===== config.mk =====
export PLATFORM = sky130hd
export DESIGN_NAME = noc_vc_credit_fc
export DESIGN_NICKNAME = d
export VERILOG_FILES = /design/src/rtl/noc_vc_credit_fc.sv
export SDC_FILE = /design/constraint.sdc
export NUM_CORES = 1
export LEC_CHECK = 0
export ABC_AREA = 0
export BUFFER_PORTS_ARGS = -buffer_cell sky130_fd_sc_hd__buf_2
export CORE_MARGIN = 4
export CORE_UTILIZATION = 30
export CTS_BUF_LIST = sky130_fd_sc_hd__clkbuf_4 sky130_fd_sc_hd__clkbuf_8 sky130_fd_sc_hd__clkbuf_16
export DETAILED_ROUTE_END_ITERATION = 16
export PLACE_DENSITY = 0.62
export SLEW_MARGIN = 30
export SYNTH_ARGS = -nofsm -noshare
export SYNTH_HDL_FRONTEND = slang
export SYNTH_SLANG_ARGS = --single-unit

===== constraint.sdc =====
create_clock -name clk -period 6.45 [get_ports clk]
set_clock_uncertainty 0.2 [all_clocks]
set_input_delay 1.29 -clock clk [delete_from_list [all_inputs] [get_ports clk]]
set_output_delay 1.29 -clock clk [all_outputs]
set_load 0.02 [all_outputs]

===== src/rtl/noc_vc_credit_fc.sv =====
// Per-VC credit flow control with a one-deep registered output stage.
// Optional pause generator (IDLE/SEND/HOLD) is built when NOC_FC_PAUSE_EN is defined.
module noc_vc_credit_fc #(
    parameter int          VC_NUM       = 4,
    parameter int          DATA_WIDTH   = 64,
    parameter int          CREDIT_WIDTH = 5,
    parameter int          MAX_CREDIT   = 16,
    parameter logic [15:0] STALL_LIMIT  = 16'd255,
    parameter int          LOW_WM       = 2,
    localparam int         VC_W         = (VC_NUM > 1) ? $clog2(VC_NUM) : 1
) (
    input  logic                           clk,
    input  logic                           rst_n,
    input  logic                           in_valid,
    input  logic [VC_W-1:0]                in_vc,
    input  logic [DATA_WIDTH-1:0]          in_data,
    output logic                           in_ready,
    output logic                           out_valid,
    output logic [VC_W-1:0]                out_vc,
    output logic [DATA_WIDTH-1:0]          out_data,
    input  logic                           out_ready,
    input  logic [VC_NUM-1:0]              credit_ret,
    output logic [VC_NUM*CREDIT_WIDTH-1:0] credit_cnt,
    output logic [VC_NUM-1:0]              credit_err,
    output logic                           stall_err,
    input  logic                           err_clr,
    output logic                           pause_req_o,
    output logic                           pause_active,
    input  logic [15:0]                    pause_quanta
);

    localparam logic [CREDIT_WIDTH-1:0] CRED_MAX = CREDIT_WIDTH'(MAX_CREDIT);
    localparam logic [CREDIT_WIDTH-1:0] CRED_ONE = CREDIT_WIDTH'(1);

    logic [VC_NUM-1:0][CREDIT_WIDTH-1:0] cred_q, cred_d;
    logic [VC_NUM-1:0]                   cerr_q, cerr_d, cerr_set;
    logic [VC_NUM-1:0]                   take;
    logic                                out_valid_q, out_valid_d;
    logic [VC_W-1:0]                     out_vc_q, out_vc_d;
    logic [DATA_WIDTH-1:0]               out_data_q, out_data_d;
    logic [15:0]                         stv_q, stv_d;
    logic                                stall_q, stall_d;
    logic                                vc_ok, cred_zero, accept, starving, pause_block;

    // Decode the requested VC: legality and whether it has run dry.
    always_comb begin
        vc_ok     = 1'b0;
        cred_zero = 1'b1;
        for (int v = 0; v < VC_NUM; v++) begin
            if (in_vc == VC_W'(v)) begin
                vc_ok     = 1'b1;
                cred_zero = (cred_q[v] == '0);
            end
        end
    end

    always_comb begin
        in_ready = vc_ok && !cred_zero && (!out_valid_q || out_ready) && !pause_block;
        accept   = in_valid && in_ready;
        take     = '0;
        for (int v = 0; v < VC_NUM; v++) begin
            take[v] = accept && (in_vc == VC_W'(v));
        end
    end

    // A consume and a return on the same VC cancel; a lone return at the ceiling is an overflow.
    always_comb begin
        cred_d   = cred_q;
        cerr_set = '0;
        for (int v = 0; v < VC_NUM; v++) begin
            if (take[v] && !credit_ret[v]) begin
                cred_d[v] = cred_q[v] - CRED_ONE;
            end else if (credit_ret[v] && !take[v]) begin
                if (cred_q[v] >= CRED_MAX) begin
                    cerr_set[v] = 1'b1;
                end else begin
                    cred_d[v] = cred_q[v] + CRED_ONE;
                end
            end
        end
        cerr_d = (cerr_q & ~{VC_NUM{err_clr}}) | cerr_set;
    end

    always_comb begin
        starving = in_valid && vc_ok && cred_zero;
        stv_d    = stv_q;
        if (accept || !in_valid) begin
            stv_d = '0;
        end else if (starving && (stv_q < STALL_LIMIT)) begin
            stv_d = stv_q + 16'd1;
        end
        stall_d = (stall_q && !err_clr) || (starving && (stv_d >= STALL_LIMIT));
    end

    always_comb begin
        out_valid_d = out_valid_q;
        out_vc_d    = out_vc_q;
        out_data_d  = out_data_q;
        if (accept) begin
            out_valid_d = 1'b1;
            out_vc_d    = in_vc;
            out_data_d  = in_data;
        end else if (out_ready) begin
            out_valid_d = 1'b0;
        end
    end

    always_ff @(posedge clk or negedge rst_n) begin
        if (!rst_n) begin
            cred_q      <= {VC_NUM{CRED_MAX}};
            cerr_q      <= '0;
            out_valid_q <= 1'b0;
            out_vc_q    <= '0;
            out_data_q  <= '0;
            stv_q       <= '0;
            stall_q     <= 1'b0;
        end else begin
            cred_q      <= cred_d;
            cerr_q      <= cerr_d;
            out_valid_q <= out_valid_d;
            out_vc_q    <= out_vc_d;
            out_data_q  <= out_data_d;
            stv_q       <= stv_d;
            stall_q     <= stall_d;
        end
    end

    assign credit_cnt = cred_q;
    assign credit_err = cerr_q;
    assign stall_err  = stall_q;
    assign out_valid  = out_valid_q;
    assign out_vc     = out_vc_q;
    assign out_data   = out_data_q;

`ifdef NOC_FC_PAUSE_EN
    typedef enum logic [1:0] {P_IDLE, P_SEND, P_HOLD} pstate_e;

    pstate_e     pst_q, pst_d;
    logic [15:0] pq_q, pq_d;
    logic        low_hit;

    always_comb begin
        low_hit = 1'b0;
        for (int v = 0; v < VC_NUM; v++) begin
            if (int'(cred_q[v]) <= LOW_WM) begin
                low_hit = 1'b1;
            end
        end
    end

    // HOLD runs for max(1, pause_quanta) cycles: leave once the loaded count is at or below one.
    always_comb begin
        pst_d        = pst_q;
        pq_d         = pq_q;
        pause_req_o  = 1'b0;
        pause_active = 1'b0;
        case (pst_q)
            P_IDLE: begin
                if (low_hit) begin
                    pst_d = P_SEND;
                end
            end
            P_SEND: begin
                pause_req_o = 1'b1;
                pst_d       = P_HOLD;
                pq_d        = pause_quanta;
            end
            P_HOLD: begin
                pause_active = 1'b1;
                if (pq_q <= 16'd1) begin
                    pst_d = P_IDLE;
                    pq_d  = '0;
                end else begin
                    pq_d = pq_q - 16'd1;
                end
            end
            default: begin
                pst_d = P_IDLE;
                pq_d  = '0;
            end
        endcase
    end

    always_ff @(posedge clk or negedge rst_n) begin
        if (!rst_n) begin
            pst_q <= P_IDLE;
            pq_q  <= '0;
        end else begin
            pst_q <= pst_d;
            pq_q  <= pq_d;
        end
    end

    assign pause_block = pause_active;
`else
    logic unused_pause;

    assign pause_req_o  = 1'b0;
    assign pause_active = 1'b0;
    assign pause_block  = 1'b0;
    assign unused_pause = ^{pause_quanta, LOW_WM};
`endif

endmodule


==> reports/metrics.yaml, run 1 <==
max-vdd-ir-drop_mv: 0.152
vias: 3973
required_ns: 6.53
fp.dieH_um: 138
synth_edf_count: 0
end_kind: "flop"
power_density_mw_per_mm2: 384
wl_per_cell_um: 13.2
grt_pass1_wl_mm: 18.9
maxCapViolations: 0
clock_latency_ns: 0.35
fin_nets: 812
synth.most_common_cell: "nand2_1"
clk_path_buf_depth: 2
crit_start: "in_vc[0]"
grt_pass1_vias: 3839
status: "finished, final reports clean"
rsz0062_at_grt: "no"
yosysSeqAreaShare_pct: 53.8
maxSlewViolCount: 0
place_congestion: 0.784
start_util_pct: 30.5
crit_fanout: 38
fin_crit_ns: 4.47
critical_path_class: "in2reg"
fin_tns_setup_ns: 0
fmax_ghz: 0.224
fin_util_pct: 38.4
synthArstFlopShare_pct: 100
fillers: 1706
wl_met2_mm: 5.44
finalSetupViolations: 0
synth-seq-cells: 108
r2r_start: "credit_cnt[14]"
synth_top_area_share_pct: 51.7
power.leakage_uw: 0.00347
numPortBuffers: 167
synthTopCellsByCount: "nand2_1 (205), dfrtp_1 (104), inv_1 (28), ha_1 (21)"
cts_made_buffers: 9
cts_root_buffer: "clkbuf_16"
dr_wl_met3_mm: 1.01
finalPower_uw: 2440
cts_setup_buffers: 0
relSlewSlack_pct: 42.4
ios: 186
top_layer_used: "met4"
cts_resized: 0
hold_start: "out_data[1]"
drtIter0Drc: 112
synth_area_mm2: 0.00503
antenna_found_initial: 0
cts.clk_slew.worst_paths_ns: 0.07
crit_path_start_kind: "input port"
layout-drive-gt1-share_pct: 29.4
synthDistinctLibCells: 42
ant_nets: 0
drt_first_pass_iters: 4
yosysWarnings: 0
track_usage_pct: 12.8
yosys_most_used_dff: "dfrtp_1"
via_per_inst: 4.32
placeableCoreArea_mm2: 0.0165
cts_tree: "built"
critPathArrivalTime_ns: 4.55
die_w_um: 138
num_rows: 47
regArea_mm2: 0.00271
finalHoldViolCount: 0
route.detailed.drc: 0
area_growth_pct: 25.9
grt_max_degree: 68
syn_inst: 533
ctsHoldBuffers: 0
worstMarginPinSlew_ns: 0.860
antennaDiodeCount: 0
fin_crit_sh_pct: 69.3
yosys-top-cells-area: "dfrtp_1 (52%), nand2_1 (15%), ha_1 (5.2%)"
totalWireLength_mm: 12.2
min_path_type: "reg2reg"
overflow: 0
cts-htree-levels: 3
syn_avg_cell_area_um2: 9.45
dpl.hpwl_mm: 8.71
cts.sinks: 108
multi_input_area_mm2: 0.00209
die_area_mm2: 0.0189
yosysTopAreaCell: "dfrtp_1"
wl_met1_mm: 5.43
-- per-layer routing --
metal	GRT usage, %	vias to the layer above
met4	5.60	0
li1	-	2025
met3	3.94	17
met1	16.5	1819
met2	19.7	112
met5	0	-
-- where the power goes --
part	total (µW)	switching (µW)	internal (µW)	leakage, µW
registers	980	120	860	0.00134
logic	926	574	352	0.00200
clock network	531	245	286	0.000130
-- logic make-up after synthesis --
family | synth area share [%]
xor gates and xnor gates | 3.31
muxes | 2.58
AOI/OAI and AO/OA | 5.12
and+or+nand+nor | 23.5
DFF | 53.8
adders and majority gates | 6.81
buffers and inverters | 4.85
other | 0.0745
-- flip-flops by register name, summed over array words and instances, names as in the netlist --
name,flops
credit_err,4
out_valid,1
out_vc,2
out_data,64
stall_err,1
stv_q,16
credit_cnt,20
-- placed cells by master (no fill, tap or decap), types with 5 or more instances in the layout --
master | Yosys | final
mux2_2 | 8 | 8
dfrtp_1 | 104 | 104
nand3_1 | 6 | 6
and2_1 | 9 | 9
a21o_1 | 8 | 8
nor2_1 | 18 | 18
nor2b_1 | 7 | 7
o21ai_0 | 10 | 10
buf_2 | 9 | 166
ha_1 | 21 | 21
clkbuf_16 | 0 | 9
a21oi_1 | 18 | 18
xnor2_1 | 12 | 12
nand2_1 | 205 | 205
inv_1 | 28 | 28
buf_4 | 4 | 5
nand4_1 | 7 | 7
xor2_1 | 7 | 7
-- worst paths after layout --
kind	to	slack (ns)	cells after the start
hold reg to reg	out_data[1]	0.27	2
min in group asynchronous	credit_cnt[18]	0.76	1
setup / recovery	credit_cnt[4]	1.98	17
max in group asynchronous	out_data[6]	4.10	2
hold / removal	out_data[1]	0.27	2
setup reg to reg	credit_cnt[4]	2.61	16
-- cell type report --
type	count	share of cell area, %
Inverter	30	1.78
Clock buffer	12	4.10
Sequential cell	108	42.7
Clock inverter	3	0.355
Timing Repair Buffer	171	13.7
Tap cell	220	4.34
Multi-Input combinational cell	376	33.0
-- critical path: stages --
cell and delay [ns]:
buf_2 0.22, nor4_1 0.10, nand4_1 0.19, nand4_2 0.19, or3_2 0.45, buf_4 0.27, or3_4 0.38, inv_2 0.05
ha_1 0.28, inv_1 0.12, fa_1 0.41, inv_1 0.07, a21o_1 0.10, a21oi_1 0.09, nand3b_1 0.09, o21ai_0 0.08
a21oi_1 0.15
-- metrics by stage --
step           instance area [µm²]  setup WS [ns]  cells  hold WS, ns
4_1_cts                       6340           2.00    920        0.275
5_1_grt                       6340           1.71    920        0.291
3_3_place_gp                  6060           1.67    905        0.253
6_report                      6340           1.98    920        0.267
2_1_floorplan                 5040           2.34    534        0.254
3_5_place_dp                  6060           1.63    905        0.257
(Power assumes the default switching activity.)
==> run 2, diff against run 1 <==
--- a/config.mk
+++ b/config.mk
@@ -11,7 +11,7 @@
 export CORE_UTILIZATION = 30
 export CTS_BUF_LIST = sky130_fd_sc_hd__clkbuf_4 sky130_fd_sc_hd__clkbuf_8 sky130_fd_sc_hd__clkbuf_16
 export DETAILED_ROUTE_END_ITERATION = 16
-export PLACE_DENSITY = 0.62
+export PLACE_DENSITY = 0.64
 export SLEW_MARGIN = 30
 export SYNTH_ARGS = -nofsm -noshare
 export SYNTH_HDL_FRONTEND = slang
==> constraint.sdc (replaced) <==
create_clock -name clk -period 3.9 [get_ports clk]
set_clock_uncertainty 0.2 [all_clocks]
set_input_delay 0.78 -clock clk [delete_from_list [all_inputs] [get_ports clk]]
set_output_delay 0.78 -clock clk [all_outputs]
set_load 0.02 [all_outputs]
==> reports/metrics.yaml, run 2 (same netlist as run 1, synthesis figures left out) <==
status: "finished, final reports clean"  # unchanged
fin_nets: 817  # was 812
cts_setup_buffers: 0  # unchanged
relSlewSlack_pct: 44.4  # was 42.4%
critical_path_class: "in2reg"  # unchanged
track_usage_pct: 13.1  # was 12.8%
top_layer_used: "met4"  # unchanged
die_w_um: 138  # unchanged
die_area_mm2: 0.0189  # unchanged
worstMarginPinSlew_ns: 0.830  # was 0.860 ns
fin_tns_setup_ns: 0  # unchanged
drtIter0Drc: 199  # was 112
dr_wl_met3_um: 763  # was 1.01 mm
max-vdd-ir-drop_mv: 0.264  # was 0.152 mV
rsz0062_at_grt: "no"  # unchanged
ant_nets: 0  # unchanged
start_util_pct: 30.5  # unchanged
fp.dieH_um: 138  # unchanged
cts.sinks: 108  # unchanged
dpl.hpwl_mm: 8.68  # was 8.71 mm
ios: 186  # unchanged
power.leakage_uw: 0.00351  # was 0.00347 µW
grt_pass1_wl_mm: 19.6  # was 18.9 mm
required_ns: 3.98  # was 6.53 ns
totalWireLength_mm: 12.2  # about the same
largest_reg_flops: 64  # unchanged
cts.clk_slew.worst_paths_ns: 0.07  # about the same
via_per_inst: 4.35  # was 4.32
finalPower_uw: 4110  # was 2440 µW
maxSlewViolCount: 0  # unchanged
wl_met2_mm: 5.68  # was 5.44 mm
end_kind: "flop"  # unchanged
num_rows: 47  # unchanged
critPathArrivalTime_ns: 3.51  # was 4.55 ns
placeableCoreArea_mm2: 0.0165  # unchanged
postPlaceCellArea_mm2: 0.00609  # was 0.00606 mm²
antenna_found_initial: 0  # unchanged
crit_fanout: 9  # was 38
cts-htree-levels: 3  # unchanged
antennaDiodeCount: 0  # unchanged
finalHoldViolCount: 0  # unchanged
wl_met1_mm: 5.50  # was 5.43 mm
fmax_ghz: 0.291
overflow: 0  # unchanged
cts_tree: "built"  # unchanged
cts_resized: 0  # unchanged
fin_util_pct: 38.8  # was 38.4%
fillers: 1681  # was 1706
min_path_type: "in2async"  # was reg2reg
layout-drive-gt1-share_pct: 30.0  # was 29.4%
fin_crit_ns: 3.44
place_congestion: 0.805  # was 0.784
grt_max_degree: 69  # was 68
grt_pass1_vias: 3858  # was 3839
drt_first_pass_iters: 4  # unchanged
mostFrequentLayoutCell: "nand2_1"  # unchanged
fin_crit_sh_pct: 88.1
fin_area_mm2: 0.00641  # was 0.00634 mm²
clock_latency_ns: 0.35  # about the same
cts_root_buffer: "clkbuf_16"  # unchanged
maxCapViolations: 0  # unchanged
cts_made_buffers: 9  # unchanged
wl_per_cell_um: 13.1  # was 13.2 µm
numPortBuffers: 167  # unchanged
crit_path_start_kind: "input port"  # unchanged
ctsHoldBuffers: 0  # unchanged
clk_path_buf_depth: 2  # unchanged
route.detailed.drc: 0  # unchanged
finalSetupViolations: 0  # unchanged
vias: 4027  # was 3973
area_growth_pct: 27.2  # was 25.9%
power_density_mw_per_mm2: 641  # was 384 mW/mm²
layout_common_cells: "nand2_1 (205), buf_2 (166), dfrtp_1 (104)"  # unchanged
run 2: changes by cell type in the layout (fill, tap and decap cells not counted):
| cell | previous run | this run |
|---|---|---|
| buf_4 | 5 | 9 |
| buf_6 | 0 | 1 |
| bufinv_16 | 0 | 1 |
| clkbuf_8 | 2 | 1 |
| inv_6 | 0 | 1 |
run 2: cell type report:
cell class | instances | area [µm²] | area share [%]
clock buffer | 11 | 246 | 3.85
inverter | 30 | 113 | 1.76
timing repair buffer | 176 | 910 | 14.2
multi-input combinational | 376 | 2090 | 32.7
tap | 220 | 275 | 4.30
sequential | 108 | 2710 | 42.3
clock inverter | 5 | 61.3 | 0.957
run 2: metrics by stage:
stage	worst slack [ns]	hold slack [ns]	cells
2_1_floorplan	0.299	0.254	534
3_3_place_gp	0.101	0.253	910
3_5_place_dp	0.0784	0.257	910
4_1_cts	0.450	0.275	926
5_1_grt	0.194	0.280	926
6_report	0.463	0.221	926
run 2: routing by layer:
layer	global-route usage, %	vias up
li1	-	2041
met1	17.8	1871
met2	20.0	102
met3	3.32	13
met4	5.49	0
met5	0	-
run 2: final timing paths:
path | to | start | cells after the start | slack, ns
min in group clk | out_data[45] | out_data[45] | 2 | 0.27
min | credit_cnt[15] | rst_n | 1 | 0.22
max in group asynchronous | out_data[41] | rst_n | 2 | 2.50
max | credit_cnt[4] | in_vc[0] | 15 | 0.46
min reg2reg | out_data[45] | out_data[45] | 2 | 0.27
max reg2reg | credit_cnt[4] | credit_cnt[9] | 14 | 0.58
run 2: report_power, final:
part | total, µW | internal, µW | leakage (µW) | switching, µW
Clock | 950 | 526 | 0.000142 | 424
Combinational | 1530 | 586 | 0.00203 | 948
Sequential | 1620 | 1420 | 0.00134 | 201
run 2: critical path, stage by stage:
cell and delay [ns]:
buf_2 0.17, nor4b_1 0.16, nand4_1 0.15, nand4_2 0.12, or3_2 0.45, or3_4 0.35
inv_2 0.05, ha_1 0.19, buf_4 0.15, ha_1 0.25, a21o_1 0.17, a21oi_1 0.23
nand3b_1 0.10, o21ai_0 0.08, a21oi_1 0.09
